[src/rtl/cache_arbiter_pkg.sv]
// cache_arbiter_pkg: shared state encodings and size constants for the cache port arbiter
package cache_arbiter_pkg;
  typedef enum logic [1:0] {
    S_IDLE = 2'd0,
    S_BUSY = 2'd1,
    S_DONE = 2'd2
  } state_t;
  localparam int MAX_REQ = 4;
  localparam int DEF_AW  = 17;
  localparam int DEF_DW  = 32;
endpackage

[src/rtl/cache_arbiter_rr_pick.sv]
// cache_arbiter_rr_pick: combinational winner select, round-robin or fixed priority (ARB_FIXED_PRIO_EN)
module cache_arbiter_rr_pick
  import cache_arbiter_pkg::*;
#(
  parameter int NUM_REQ = 2
) (
  input  logic [NUM_REQ-1:0] req,
  input  logic [1:0]         last,
  output logic [1:0]         winner,
  output logic               any_req
);
  logic [MAX_REQ-1:0] req_ext;
  assign req_ext = MAX_REQ'(req);
  assign any_req = |req;
`ifdef ARB_FIXED_PRIO_EN
  logic unused_last;
  assign unused_last = ^last;
  // lowest set index wins; scanning downward lets the last hit overwrite
  always_comb begin
    winner = '0;
    for (int i = MAX_REQ - 1; i >= 0; i--)
      if (req_ext[i]) winner = 2'(i);
  end
`else
  logic [1:0] idx;
  // first set bit after last, wrapping; scanning the rotation backwards keeps the earliest hit
  always_comb begin
    winner = '0;
    idx    = '0;
    for (int i = NUM_REQ; i >= 1; i--) begin
      idx = 2'((int'(last) + i) % NUM_REQ);
      if (req_ext[idx]) winner = idx;
    end
  end
`endif
endmodule

[src/rtl/cache_arbiter.sv]
// cache_arbiter: shares one read-only cache port between NUM_REQ requesters (ARB_FIXED_PRIO_EN selects fixed priority)
module cache_arbiter
  import cache_arbiter_pkg::*;
#(
  parameter int NUM_REQ = 2,
  parameter int AW      = DEF_AW,
  parameter int DW      = DEF_DW
) (
  input  logic                  clk,
  input  logic                  rst_n,
  input  logic [NUM_REQ-1:0]    req_valid,
  input  logic [NUM_REQ*AW-1:0] req_addr,
  output logic [NUM_REQ-1:0]    req_ready,
  output logic [DW-1:0]         req_rdata,
  output logic [AW-1:0]         cache_addr,
  output logic                  cache_valid,
  input  logic [DW-1:0]         cache_rdata,
  input  logic                  cache_ready,
  output logic [1:0]            grant_id
);
  state_t        state_q, state_d;
  logic [1:0]    last, winner;
  logic          any_req;
  logic [AW-1:0] addr_arr [MAX_REQ];

  for (genvar g = 0; g < MAX_REQ; g++) begin : g_addr
    if (g < NUM_REQ) begin : g_on
      assign addr_arr[g] = req_addr[g*AW +: AW];
    end else begin : g_off
      assign addr_arr[g] = '0;
    end
  end

  cache_arbiter_rr_pick #(.NUM_REQ(NUM_REQ)) u_pick (
    .req     (req_valid),
    .last    (last),
    .winner  (winner),
    .any_req (any_req)
  );

  // state register
  always_ff @(posedge clk or negedge rst_n)
    if (!rst_n) state_q <= S_IDLE;
    else        state_q <= state_d;

  // next state: grant on any request, complete on cache_ready, one dead cycle in S_DONE
  always_comb begin
    state_d = S_IDLE;
    state_d = (state_q == S_IDLE) ? (any_req ? S_BUSY : S_IDLE) :
              (state_q == S_BUSY) ? (cache_ready ? S_DONE : S_BUSY) : S_IDLE;
  end

  // grant latch, cache request and response return
  always_ff @(posedge clk or negedge rst_n)
    if (!rst_n) begin
      grant_id    <= '0;
      cache_addr  <= '0;
      cache_valid <= 1'b0;
      req_ready   <= '0;
      req_rdata   <= '0;
    end else begin
      if (state_q == S_IDLE && any_req) begin
        grant_id    <= winner;
        cache_addr  <= addr_arr[winner];
        cache_valid <= 1'b1;
      end
      if (state_q == S_BUSY && cache_ready) begin
        req_rdata   <= cache_rdata;
        req_ready   <= NUM_REQ'(1) << grant_id;
        cache_valid <= 1'b0;
      end
      if (state_q == S_DONE) req_ready <= '0;
    end

`ifdef ARB_FIXED_PRIO_EN
  assign last = 2'(NUM_REQ - 1);
`else
  // rotation pointer advances to the port just served
  always_ff @(posedge clk or negedge rst_n)
    if (!rst_n)                                last <= 2'(NUM_REQ - 1);
    else if (state_q == S_BUSY && cache_ready) last <= grant_id;
`endif

  a_grant_hold: assert property (@(posedge clk) disable iff (!rst_n)
    state_q == S_BUSY |-> (|(req_valid & (NUM_REQ'(1) << grant_id))) && addr_arr[grant_id] == cache_addr);
  a_stray_ready: assert property (@(posedge clk) disable iff (!rst_n)
    cache_ready |-> state_q == S_BUSY);
endmodule

[config.mk]
export PLATFORM = sky130hd
export DESIGN_NAME = cache_arbiter
export DESIGN_NICKNAME = d
export VERILOG_FILES = /design/src/rtl/cache_arbiter_pkg.sv /design/src/rtl/cache_arbiter_rr_pick.sv /design/src/rtl/cache_arbiter.sv
export SDC_FILE = /design/constraint.sdc
export NUM_CORES = 1
export LEC_CHECK = 0
export ABC_AREA = 1
export CORE_MARGIN = 8
export CORE_UTILIZATION = 41
export CTS_CLUSTER_DIAMETER = 120
export DETAILED_ROUTE_END_ITERATION = 16
export GPL_ROUTABILITY_DRIVEN = 0
export HOLD_SLACK_MARGIN = 0.12
export PLACE_DENSITY = 0.82
export REMOVE_ABC_BUFFERS = 1
export SETUP_SLACK_MARGIN = 0.05
export SLEW_MARGIN = 5
export SYNTH_ARGS = -nofsm -noshare
export SYNTH_HDL_FRONTEND = slang
export SYNTH_HIERARCHICAL = 1
export SYNTH_SLANG_ARGS = --single-unit
[constraint.sdc]
create_clock -name clk -period 1.68 [get_ports clk]
set_input_delay 0.168 -clock clk [delete_from_list [all_inputs] [get_ports clk]]
set_output_delay 0.168 -clock clk [all_outputs]
set_load 0.005 [all_outputs]
**Word level (Yosys, flattened, before mapping)**

Index checks and enable logic that the tools add are counted.

- Add/sub/neg operators: 2
- $lt $le $gt $ge: 3
- Equality and inequality tests: 2
- Shifts and indexed selects: 1
- Multiplexer cells: 17
- Bitwise gates (word level): 3
- Reductions and logical operators: 6

Operator list:

| cell | number |
|---|---|
| $bmux W17 S2 | 1 |
| $mux W17 | 2 |
| $mux W2 | 7 |
| $lt A2 B3 Y1 const B | 2 |
| $mux W1 | 5 |
| $bmux W1 S2 | 2 |
| $reduce_bool A2 Y1 | 2 |
| $ge A3 B3 Y1 const B | 1 |
| $not A2 Y3 | 1 |
| $add A1 B1 Y1 const B | 2 |
| $and A1 B1 Y1 const A | 2 |
| $eq A2 B1 Y1 const B | 1 |
| $eq A2 B2 Y1 const B | 1 |
| $logic_and A1 B1 Y1 | 2 |
| $logic_not A2 Y1 | 1 |
| $reduce_or A2 Y1 | 1 |
| $shl A1 B2 Y2 const A | 1 |

- Register bits after elaboration: 57
- Input port bits: 71
- Word-level logic and storage cells: 41

**Logic depth before layout (Yosys ltp)**

- Word-level depth: 10
- Mapped depth: 9

**Hierarchy**

Netlist, hierarchy kept.

By module, submodules not included:

| module | instances | cells an instance | area an instance (µm²) |
|---|---|---|---|
| cache_arbiter | 1 | 299 | 2557.5 |
| cache_arbiter_rr_pick | 1 | 5 | 26.3 |

**Worst setup path after synthesis**

OpenSTA, ideal clock, no wires.

- Path kind: reg-to-reg
- Start point: register last[0]
- End point: register cache_addr[10]
- Arrival time: 1.178 ns
- Required time: 1.615 ns
- Setup slack: 0.437 ns
- Stages on the path, launching flop included: 9
- Buffers on the path: 2
- Period minus slack after synthesis: 1.243 ns
- Path through: dfstp_2 -> a21oi_1 -> buf_2 -> inv_2 -> buf_4 -> nand2_1 -> nand2_1 -> nand3_1 -> nand2_1

- Longest elaborated chain between the ends: 10

Ends and longest elaborated chain:

| what | line | RTL |
|---|---|---|
| start, declared | cache_arbiter.sv:22 | `logic [1:0] last, winner;` |
| start signal, assigned | cache_arbiter.sv:80 | `if (!rst_n) last <= 2'(NUM_REQ - 1);` |
| start signal, assigned | cache_arbiter.sv:81 | `else if (state_q == S_BUSY && cache_ready) last <= grant_id;` |
| $add A1 B1 Y1 | cache_arbiter_rr_pick.sv:31 | `idx = 2'((int'(last) + i) % NUM_REQ);` |
| $and A1 B1 Y1 (no source line) | n/a |  |
| $bmux W1 S2 | cache_arbiter_rr_pick.sv:32 | `if (req_ext[idx]) winner = idx;` |
| $mux W1 (implied by the code) | cache_arbiter_rr_pick.sv:32 |  |
| $mux W2 | cache_arbiter_rr_pick.sv:32 |  |
| $mux W2 * | cache_arbiter_rr_pick.sv:32 |  |
| net winner[0] | cache_arbiter.sv:22 |  |
| $not A2 Y3 (implied by the code) * | cache_arbiter.sv:64 | `cache_addr <= addr_arr[winner];` |
| $bmux W17 S2 * | cache_arbiter.sv:64 |  |
| $mux W17 (implied by the code) * (2 in a row) | cache_arbiter.sv:64 |  |
| end signal, assigned | cache_arbiter.sv:64 |  |
| end, declared | cache_arbiter.sv:15 | `output logic [AW-1:0] cache_addr,` |

The timed path passes the listed nets; every way through them passes the cells marked *. The select of a mux whose other input is x is not followed.
A chain may end at the register's enable or synchronous reset.

**Worst setup path in the final report**

- Start point: register grant_id[0]
- End point: output port grant_id[0]

RTL lines:

| what | line | RTL |
|---|---|---|
| start, declared | cache_arbiter.sv:19 | `output logic [1:0] grant_id` |
| start signal, assigned | cache_arbiter.sv:63 | `grant_id <= winner;` |

No word-level cell between the ends.

==> flow_summary.yaml <==
clock_network:
  clock_tree.root_cell: "clkbuf_8"
  clk_path_buf_depth: 2
  cts_buffers: 9
  clk_pin_slew_ns: 0.06
  htreeDepth: 3
  cts_resized: 0
  cts_tree: "done"
  clk_latency_ns: 0.33
  cts_hold_buf: 1
  post-cts-setup-buffers: 0
  clock_sinks: 57
floorplanning:
  row_count: 28
  core_area_sq_mm: 0.00596
  die_w_um: 94.8
  die_h_um: 94.8
  start_util_pct: 42.7
  pin_count: 125
  dieArea_sq_mm: 0.00898
grt:
  grt_pass1_wl_um: 11800
  grtUsageTotal_pct: 16.9
  grt.overflow.total: 0
  grt_pass1_vias: 2292
  grt_max_degree: 32
  antenna_found_initial: 0
pwr:
  p_seq_share_pct: 38.4
  internal_power_w: 0.00425
  netSwitchingFraction_pct: 33.4
  total_power_w: 0.00639
  leakage_nw: 1.97
  power.density_mw_per_mm2: 1600
  peakVddDrop_v: 0.000860
  pwr-share-clk_pct: 17.5
  p_comb_share_pct: 44.1
  power.switching_w: 0.00213
worst_setup_path:
  r2r_start: "last[0]"
  crit_buf_inv: 1
  cp.arrival_ns: 1.26
  end_kind: "output port"
  ff2ff_path_depth: 7
  timing.critical_path.slowest_cell_delay_ns: 0.53
  worstSetupPathType: "reg2out"
  crit_chain: "clkdlybuf4s50_1"
  start_kind: "register"
  path_max_fanout: 4
  crit_slowest_cell: "clkdlybuf4s50_1"
  path_delay_family: "buffers and inverters"
  rrSetupSlack_ns: 0.25
  cp.required_ns: 1.51
  reg2reg_to: "cache_addr[12]"
drt:
  route.detailed.drc: 0
  wl_per_cell_um: 14.7
  avgViaCountPerCell: 4.62
  first_pass_iters: 4
  routed_wl_um: 7460
  drt_iter0_markers: 89
  dr_total_vias: 2344
  final_antenna_net_count: 0
sta:
  hold_violations: 0
  maxSlewViolCount: 0
  rsz0062_at_grt: "no"
  fin_skew_ns: 0.00714
  tns_ns: 0
  setup_viol: 0
  max_freq_mhz: 699
  min_period_ns: 1.43
  hold_slack_ns: 0.369
  finalCritPeriodShare_pct: 85.2
  setup_slack_ns: 0.248
cells_and_area:
  final_common_cell: "nand2_1"
  final_util_pct: 66.9
  final_cell_mix: "nand2_1 (170), clkdlybuf4s50_1 (123), dfrtp_1 (56)"
  area_growth_pct: 56.6
  diodes: 0
  layout.nets: 498
  layout-drive-gt1-share_pct: 11.3
synth:
  syn_inst: 300
  synth_area_sq_mm: 0.00254
  ys_warn_count: 6
  syn_area_per_cell_sq_um: 8.48
status:
  outcome: "finished clean"
place:
  place_ws_ns: 0.0337
  hpwl_um: 5540
  io_buffers: 124
run:
  maxCapViolations: 0
hold_path:
  hold_class: "in2async"
## how the worst max path moves through the flow
stage,from,endpoint,cells past startpoint
global route,last[0],cache_addr[5],7
detailed placement,req_valid[1],cache_addr[12],9
CTS,grant_id[0],grant_id[0],1
floorplan,last[0],cache_addr[0],6
global placement,req_valid[1],cache_addr[12],9
finish,grant_id[0],grant_id[0],1
## final cells by class
class	count	area, sq um
Fill cell	492	1970
Sequential cell	57	1430
Timing Repair Buffer	131	1320
Multi-Input combinational cell	222	951
Clock buffer	13	159
Tap cell	75	93.8
Inverter	6	22.5
Clock inverter	3	15.0
## metrics by stage
stage / cells / cell area (sq um)
after floorplan: 285 / 2400
after global placement: 490 / 3800
after detailed placement: 490 / 3800
after CTS: 507 / 3990
after global routing: 507 / 3990
final: 507 / 3990
## power groups by stage
stage | clock network [W] | logic (W) | registers [W]
floorplan | 0 | 0.000969 | 0.00248
global placement | 0 | 0.00279 | 0.00244
global route | 0.00122 | 0.00310 | 0.00253
detailed placement | 0 | 0.00286 | 0.00247
finish | 0.00112 | 0.00281 | 0.00245
CTS | 0.00116 | 0.00288 | 0.00246
## tightest hold or removal path: stages
cell and delay [ns]:
dlygate4sd3_1 0.51, buf_2 0.10, buf_4 0.31
## metal layers
layer	part of all wire (%)	global-route usage, %
met1	38	19.2
met2	52	28.2
met3	8.5	8.02
met4	1.2	4.03
met5	0	0
## sequential cells by signal (all words and copies together), names as in the netlist
register,count
state_q,2
cache_valid,1
cache_addr,17
last,1
grant_id,2
req_ready,2
req_rdata,32
Power figures use the tool's default switching activity.
